[src/rtl/s_init_pkg.sv]
// Shared types and mode encodings for the S-array init engine.
package s_init_pkg;

   typedef enum logic [2:0] {
      IDLE     = 3'd0,
      FILL     = 3'd1,
      CHK_RD   = 3'd2,
      CHK_LAST = 3'd3,
      FINISH   = 3'd4
   } state_t;

   localparam logic [1:0] MODE_RAMP  = 2'd0;
   localparam logic [1:0] MODE_CONST = 2'd1;
   localparam logic [1:0] MODE_CHECK = 2'd2;
   localparam logic [1:0] MODE_RSVD  = 2'd3;

endpackage

[src/rtl/s_init_if.sv]
// Request/response and S-memory port bundle between controller, engine and RAM.
interface s_init_if #(
   parameter int ADDR_W = 8,
   parameter int DATA_W = 8
);
   logic              en;
   logic              rdy;
   logic [1:0]        mode;
   logic [DATA_W-1:0] fill_val;
   logic [ADDR_W-1:0] addr;
   logic [DATA_W-1:0] wrdata;
   logic              wren;
   logic [DATA_W-1:0] rddata;
   logic              done;
   logic              err;
   logic [ADDR_W:0]   err_count;

   // controller + memory side
   modport master (
      output en, mode, fill_val, rddata,
      input  rdy, addr, wrdata, wren, done, err, err_count
   );

   // engine side
   modport slave (
      input  en, mode, fill_val, rddata,
      output rdy, addr, wrdata, wren, done, err, err_count
   );
endinterface

[src/rtl/s_init_cmp.sv]
// Read-back compare stage: holds the expected word for one cycle so it lines up
// with the RAM's 1-cycle read latency, and counts mismatches (saturating).
module s_init_cmp #(
   parameter int ADDR_W = 8,
   parameter int DATA_W = 8
) (
   input  logic              clk,
   input  logic              rst_n,
   input  logic              clr,
   input  logic              chk_en,
   input  logic [DATA_W-1:0] exp_val,
   input  logic [DATA_W-1:0] rddata,
   output logic              mismatch,
   output logic [ADDR_W:0]   err_count
);

   localparam logic [ADDR_W:0] CNT_MAX = {1'b1, {ADDR_W{1'b0}}};

   logic [DATA_W-1:0] exp_q, exp_d;
   logic              vld_q, vld_d;
   logic [ADDR_W:0]   cnt_q, cnt_d;

   // next values for the delayed expected word and the mismatch counter
   always_comb begin
      exp_d    = exp_val;
      vld_d    = chk_en;
      mismatch = vld_q && (rddata != exp_q);
      cnt_d    = cnt_q;
      if (clr) begin
         cnt_d = '0;
      end else if (mismatch && (cnt_q != CNT_MAX)) begin
         cnt_d = cnt_q + (ADDR_W+1)'(1);
      end
   end

   // compare-stage registers
   always_ff @(posedge clk or negedge rst_n) begin
      if (!rst_n) begin
         exp_q <= '0;
         vld_q <= 1'b0;
         cnt_q <= '0;
      end else begin
         exp_q <= exp_d;
         vld_q <= vld_d;
         cnt_q <= cnt_d;
      end
   end

   assign err_count = cnt_q;

endmodule

[src/rtl/s_init_engine.sv]
// S-array initialiser: ramp/constant fill of the S RAM and ramp read-back check.
//
// state    | meaning
// ---------+-----------------------------------------------------------
// IDLE     | rdy=1, waiting for en
// FILL     | one write per cycle, addr 0..DEPTH-1
// CHK_RD   | one read per cycle, addr 0..DEPTH-1, compares trail by one
// CHK_LAST | last read data arriving, final compare
// FINISH   | done pulse, back to IDLE
module s_init_engine
   import s_init_pkg::*;
#(
   parameter int ADDR_W = 8,
   parameter int DATA_W = 8
) (
   input logic   clk,
   input logic   rst_n,
   s_init_if.slave bus
);

   state_t            state_q, state_d;
   logic [1:0]        mode_q, mode_d;
   logic [DATA_W-1:0] fill_q, fill_d;
   logic [ADDR_W-1:0] addr_q, addr_d;
   logic [DATA_W-1:0] wrdata_q, wrdata_d;
   logic              wren_q, wren_d;
   logic              rdy_q, rdy_d;
   logic              done_q, done_d;
   logic              err_q, err_d;

   logic              accept;
   logic              last_addr;
   logic [ADDR_W-1:0] addr_inc;
   logic              chk_en;
   logic [DATA_W-1:0] exp_now;
   logic              mismatch;
   logic [ADDR_W:0]   err_count;

   assign accept    = bus.en && rdy_q;
   assign last_addr = &addr_q;
   assign addr_inc  = addr_q + ADDR_W'(1);
   assign chk_en    = (state_q == CHK_RD);
   assign exp_now   = DATA_W'(addr_q) + fill_q;

   // state and output registers
   always_ff @(posedge clk or negedge rst_n) begin
      if (!rst_n) begin
         state_q  <= IDLE;
         mode_q   <= MODE_RAMP;
         fill_q   <= '0;
         addr_q   <= '0;
         wrdata_q <= '0;
         wren_q   <= 1'b0;
         rdy_q    <= 1'b1;
         done_q   <= 1'b0;
         err_q    <= 1'b0;
      end else begin
         state_q  <= state_d;
         mode_q   <= mode_d;
         fill_q   <= fill_d;
         addr_q   <= addr_d;
         wrdata_q <= wrdata_d;
         wren_q   <= wren_d;
         rdy_q    <= rdy_d;
         done_q   <= done_d;
         err_q    <= err_d;
      end
   end

   // next-state logic
   always_comb begin
      state_d = state_q;
      case (state_q)
         IDLE: begin
            if (accept) begin
               case (bus.mode)
                  MODE_RAMP, MODE_CONST: state_d = FILL;
                  MODE_CHECK:            state_d = CHK_RD;
                  default:               state_d = FINISH;
               endcase
            end
         end
         FILL:     if (last_addr) state_d = FINISH;
         CHK_RD:   if (last_addr) state_d = CHK_LAST;
         CHK_LAST: state_d = FINISH;
         FINISH:   state_d = IDLE;
         default:  state_d = IDLE;
      endcase
   end

   // next values of the registered outputs; every output is a flop so en never
   // reaches a port combinationally
   always_comb begin
      mode_d   = mode_q;
      fill_d   = fill_q;
      addr_d   = addr_q;
      wrdata_d = wrdata_q;
      wren_d   = 1'b0;
      rdy_d    = rdy_q;
      done_d   = 1'b0;
      err_d    = err_q | mismatch;
      case (state_q)
         IDLE: begin
            if (accept) begin
               mode_d   = bus.mode;
               fill_d   = bus.fill_val;
               addr_d   = '0;
               rdy_d    = 1'b0;
               // word 0 is fill_val for both ramp and constant fill
               wrdata_d = bus.fill_val;
               wren_d   = (bus.mode == MODE_RAMP) || (bus.mode == MODE_CONST);
               err_d    = (bus.mode == MODE_RSVD);
               done_d   = (bus.mode == MODE_RSVD);
            end
         end
         FILL: begin
            if (last_addr) begin
               addr_d = '0;
               done_d = 1'b1;
            end else begin
               addr_d   = addr_inc;
               wren_d   = 1'b1;
               wrdata_d = (mode_q == MODE_CONST) ? fill_q : DATA_W'(addr_inc) + fill_q;
            end
         end
         CHK_RD:   addr_d = last_addr ? '0 : addr_inc;
         CHK_LAST: done_d = 1'b1;
         FINISH:   rdy_d  = 1'b1;
         default: ;
      endcase
   end

   s_init_cmp #(
      .ADDR_W (ADDR_W),
      .DATA_W (DATA_W)
   ) u_cmp (
      .clk       (clk),
      .rst_n     (rst_n),
      .clr       (accept),
      .chk_en    (chk_en),
      .exp_val   (exp_now),
      .rddata    (bus.rddata),
      .mismatch  (mismatch),
      .err_count (err_count)
   );

   assign bus.rdy       = rdy_q;
   assign bus.addr      = addr_q;
   assign bus.wrdata    = wrdata_q;
   assign bus.wren      = wren_q;
   assign bus.done      = done_q;
   assign bus.err       = err_q;
   assign bus.err_count = err_count;

endmodule

[src/flat_wrapper.sv]
// flat-port wrapper written by rule: the top's interface ports become plain ports
module s_init_engine_flat import s_init_pkg::*;
#(
   parameter int ADDR_W = 8,
   parameter int DATA_W = 8
)
  (clk, rst_n, bus_en, bus_mode, bus_fill_val, bus_rddata, bus_rdy, bus_addr, bus_wrdata, bus_wren, bus_done, bus_err, bus_err_count);
  s_init_if #(.ADDR_W(ADDR_W), .DATA_W(DATA_W)) bus_i ();
  input logic clk;
  input logic rst_n;
  input wire logic [$bits(bus_i.en)-1:0] bus_en;
  input wire logic [$bits(bus_i.mode)-1:0] bus_mode;
  input wire logic [$bits(bus_i.fill_val)-1:0] bus_fill_val;
  input wire logic [$bits(bus_i.rddata)-1:0] bus_rddata;
  output wire logic [$bits(bus_i.rdy)-1:0] bus_rdy;
  output wire logic [$bits(bus_i.addr)-1:0] bus_addr;
  output wire logic [$bits(bus_i.wrdata)-1:0] bus_wrdata;
  output wire logic [$bits(bus_i.wren)-1:0] bus_wren;
  output wire logic [$bits(bus_i.done)-1:0] bus_done;
  output wire logic [$bits(bus_i.err)-1:0] bus_err;
  output wire logic [$bits(bus_i.err_count)-1:0] bus_err_count;
  assign bus_i.en = bus_en;
  assign bus_i.mode = bus_mode;
  assign bus_i.fill_val = bus_fill_val;
  assign bus_i.rddata = bus_rddata;
  assign bus_rdy = bus_i.rdy;
  assign bus_addr = bus_i.addr;
  assign bus_wrdata = bus_i.wrdata;
  assign bus_wren = bus_i.wren;
  assign bus_done = bus_i.done;
  assign bus_err = bus_i.err;
  assign bus_err_count = bus_i.err_count;
  s_init_engine #(.ADDR_W(ADDR_W), .DATA_W(DATA_W)) u_core (.clk(clk), .rst_n(rst_n), .bus(bus_i));
endmodule
[config.mk]
export PLATFORM = sky130hd
export DESIGN_NAME = s_init_engine_flat
export DESIGN_NICKNAME = d
export VERILOG_FILES = /design/src/rtl/s_init_pkg.sv /design/src/rtl/s_init_if.sv /design/src/rtl/s_init_cmp.sv /design/src/rtl/s_init_engine.sv /design/src/flat_wrapper.sv
export SDC_FILE = /design/constraint.sdc
export NUM_CORES = 1
export LEC_CHECK = 0
export ABC_AREA = 1
export CELL_PAD_IN_SITES_DETAIL_PLACEMENT = 1
export CELL_PAD_IN_SITES_GLOBAL_PLACEMENT = 1
export CORE_MARGIN = 1
export CORE_UTILIZATION = 25
export CTS_BUF_LIST = sky130_fd_sc_hd__clkbuf_8
export CTS_CLUSTER_DIAMETER = 50
export CTS_CLUSTER_SIZE = 24
export DETAILED_ROUTE_END_ITERATION = 7
export PLACE_DENSITY_LB_ADDON = 0.25
export SLEW_MARGIN = 20
export SYNTH_ARGS = -nofsm -noshare
export SYNTH_HDL_FRONTEND = slang
export SYNTH_HIERARCHICAL = 1
export SYNTH_SLANG_ARGS = --single-unit
export TNS_END_PERCENT = 100
[constraint.sdc]
create_clock -name clk -period 2.25 [get_ports clk]
set_input_delay 0.45 -clock clk [delete_from_list [all_inputs] [get_ports clk]]
set_output_delay 0.45 -clock clk [all_outputs]
set_load 0.02 [all_outputs]
==> flow_summary.toml <==
[outcome]
status = "finished, final reports clean"

[power]
ir_drop_mv = 0.313
p_leak_uw = 0.00210
cellPowerDensity_nw_per_um2 = 385

[logic_synthesis]
synth_area_per_cell_sq_um = 7.65
synth_top_family_by_area = "simple AND/OR/NAND/NOR gates"
ys_warn_count = 6
synth.top_cell.area_share = 0.381
syn_inst = 429
ys_top_cells_by_area = "dfrtp_1 38%, nand2_1 14%, ha_1 6.9%"
synth_xor_area_frac = 0.0480
synth-compound-area-share = 0.0995
yosys-top-cells-count = "124 x nand2_1, 60 x inv_1, 50 x dfrtp_1"
synth_fa_ha_area_frac = 0.0808
yosysTopAreaCell = "dfrtp_1"
netlist_area_sq_um = 3280
synthFlopType = "dfrtp_1"
synth_most_common_cell = "nand2_1"
synth_edf_count = 0
synth_seq_area_share = 0.389
synth_cell_type_count = 37
yosys.area_share.simple = 0.299
muxShareOfSynthArea = 0
async_reset_ff_frac = 1.00
synth.net_count = 470
synth-seq-cells = 51

[placement]
hpwl_mm = 7.32
port_buffers = 49
place_area_sq_um = 4050
gp_congestion = 0.820

[setup_path]
cp_slowest_stage_delay_ns = 0.41
start_kind = "flop"
cp-startpoint = "u_core/bus.addr[1]"
rr_startpoint = "u_core/bus.addr[1]"
cp.arrival_ns = 2.37
required_ns = 2.49
path_buf_inv = 3
crit_family = "simple AND/OR/NAND/NOR gates"
cp_max_fo = 4
worstSetupEndpointType = "flop"
worstSetupPathType = "flop to flop"
cp_cell_sequence = "buf_4 -> nand2_1 -> nor3_2 -> xor2_1 -> buf_4 -> ha_1 -> nand2_1 -> inv_1 -> nand2_1 -> nand2_1 -> nor2_1 -> nand2_1 -> nand3_1 -> nand2_1 -> a21oi_2"
slowest_stage = "dfrtp_2"
path_common_cell = "nand2_1"

[clocking]
clk_pin_slew_worst_paths_ns = 0.10
clockRootBuffer = "clkbuf_8"
cts.sinks = 51
cts_tree = "yes"
h-tree-depth = 2
clockBufferDepth = 2
cts_buffers = 5
clk_latency_ns = 0.30

[sta]
relSlewSlack = 0.775
tns_ns = 0
maxClockFrequency_mhz = 469
setup_viol = 0
hold_violations = 0
post-route-min-period_ns = 2.13
worst_pin_slew_ns = 0.336
finClkSkew_ns = 0.00465
drv_slew = 0
rsz0062_at_grt = "true"
period_share = 0.948
fin_hold_ws_ns = 0.134

[floorplan]
start_util = 0.258
fp.dieArea_sq_um = 13600
die_w_microns = 117
rows = 41
core-area_sq_um = 12700
io_pins = 50
fp.dieH_microns = 117

[cells_and_area]
antennaDiodeCount = 0
fin_area_sq_um = 4250
syn2layout_area_growth_pct = 29.5
nNetsFinal = 536
final_util = 0.334
nFillCells = 1595
drive_above_1_share = 0.135

[detailed_routing]
drt-total-wl_mm = 9.59
ant_nets = 0
route.detailed.drc = 0
wl_per_cell_microns = 14.4
via_per_inst = 4.47
drt_iter0_markers = 84
drtPass1Iterations = 4
vias = 2983

[grt]
antenna_found_initial = 0
grtUsageTotal = 0.149
grt_pass1_wl_mm = 15.6
grt_max_degree = 52
grt_pass1_vias = 3127
grt_remaining_overflow = 0

[min_path]
hold_class = "input port to asynchronous set/reset pin"

[run]
max_cap_violations = 0
==> cell families (layout without fill, tap and decap cells) <==
group	Yosys count	count (layout)
buf+inv	70	137
compound gates	58	58
fa+ha+maj	20	20
flops	51	51
xor+xnor	18	18
simple gates	212	212
==> through the flow <==
stage                     cells  power, uW  setup WS [ns]
after CTS                   664       1670       -0.00128
after detailed placement    656       1020        -0.0185
final                       668       1640          0.117
after global routing        668       1710        -0.0322
after floorplan             429        949         0.0577
after global placement      656       1020         0.0514
==> per-layer routing <==
metal / track usage / part of all wire / vias to the layer above
met5: 0 / 0 / -
met4: 0.0236 / 0.0057 / 0
met3: 0.0239 / 0.028 / 4
met2: 0.263 / 0.49 / 39
met1: 0.195 / 0.47 / 1444
li1: - / - / 1496
==> path summary, 6_finish.rpt <==
kind / to / depth (start not counted) / slack, ns
hold / removal: u_core/u_cmp/exp_q[7] / 2 / 0.13
min in group clk: u_core/bus.wrdata[3] / 2 / 0.49
setup reg to reg: u_core/bus.wrdata[7] / 15 / 0.12
hold reg to reg: u_core/bus.wrdata[3] / 2 / 0.49
max in group asynchronous: u_core/bus.rdy / 2 / 1.82
setup / recovery: u_core/bus.wrdata[7] / 15 / 0.12
==> cells in the final DEF (no fill, tap or decap), types with 8 or more instances in the layout <==
cell type / n
nand2_1: 123
inv_1: 61
clkdlybuf4s50_1: 48
dfrtp_1: 48
nand3_1: 28
nor2_1: 26
a21oi_1: 19
o21ai_0: 17
ha_1: 14
buf_4: 13
xor2_1: 9
nor2_2: 8
==> area by class of cell <==
| type | instances | area [sq um] | share of cell area |
|---|---|---|---|
| clock buffers | 5 | 68.8 | 0.0162 |
| clock inverters | 3 | 37.5 | 0.00883 |
| inverters | 66 | 249 | 0.0586 |
| multi-input cells | 308 | 1800 | 0.423 |
| flip-flops and latches | 51 | 1280 | 0.301 |
| well taps | 172 | 215 | 0.0506 |
| repair buffers | 63 | 603 | 0.142 |
==> power breakdown <==
part | leakage (uW) | internal, uW | switching (uW)
registers | 0.000614 | 916 | 0
clock network | 0.0000607 | 325 | 314
logic | 0.00142 | 40.6 | 39.8
total | 0.00210 | 1280 | 354
==> registers in the layout, summed over array words and instances (netlist names) <==
name,cells
u_core/u_cmp/err_count,9
u_core/bus.addr,8
u_core/bus.wrdata,8
u_core/fill_q,8
u_core/u_cmp/exp_q,8
u_core/state_q,3
u_core/mode_q,2
u_core/bus.done,1
u_core/bus.err,1
u_core/bus.rdy,1
u_core/bus.wren,1
u_core/u_cmp/vld_q,1
==> timing repair <==
action / CTS / global route
buffers inserted: 0 / 4
resized for setup: 2 / 14
pin swaps: 1 / 4
setup endpoints to repair: 2 / 5
hold buffers: 0 / 0
Note: power is estimated with default switching activity, not from simulation.
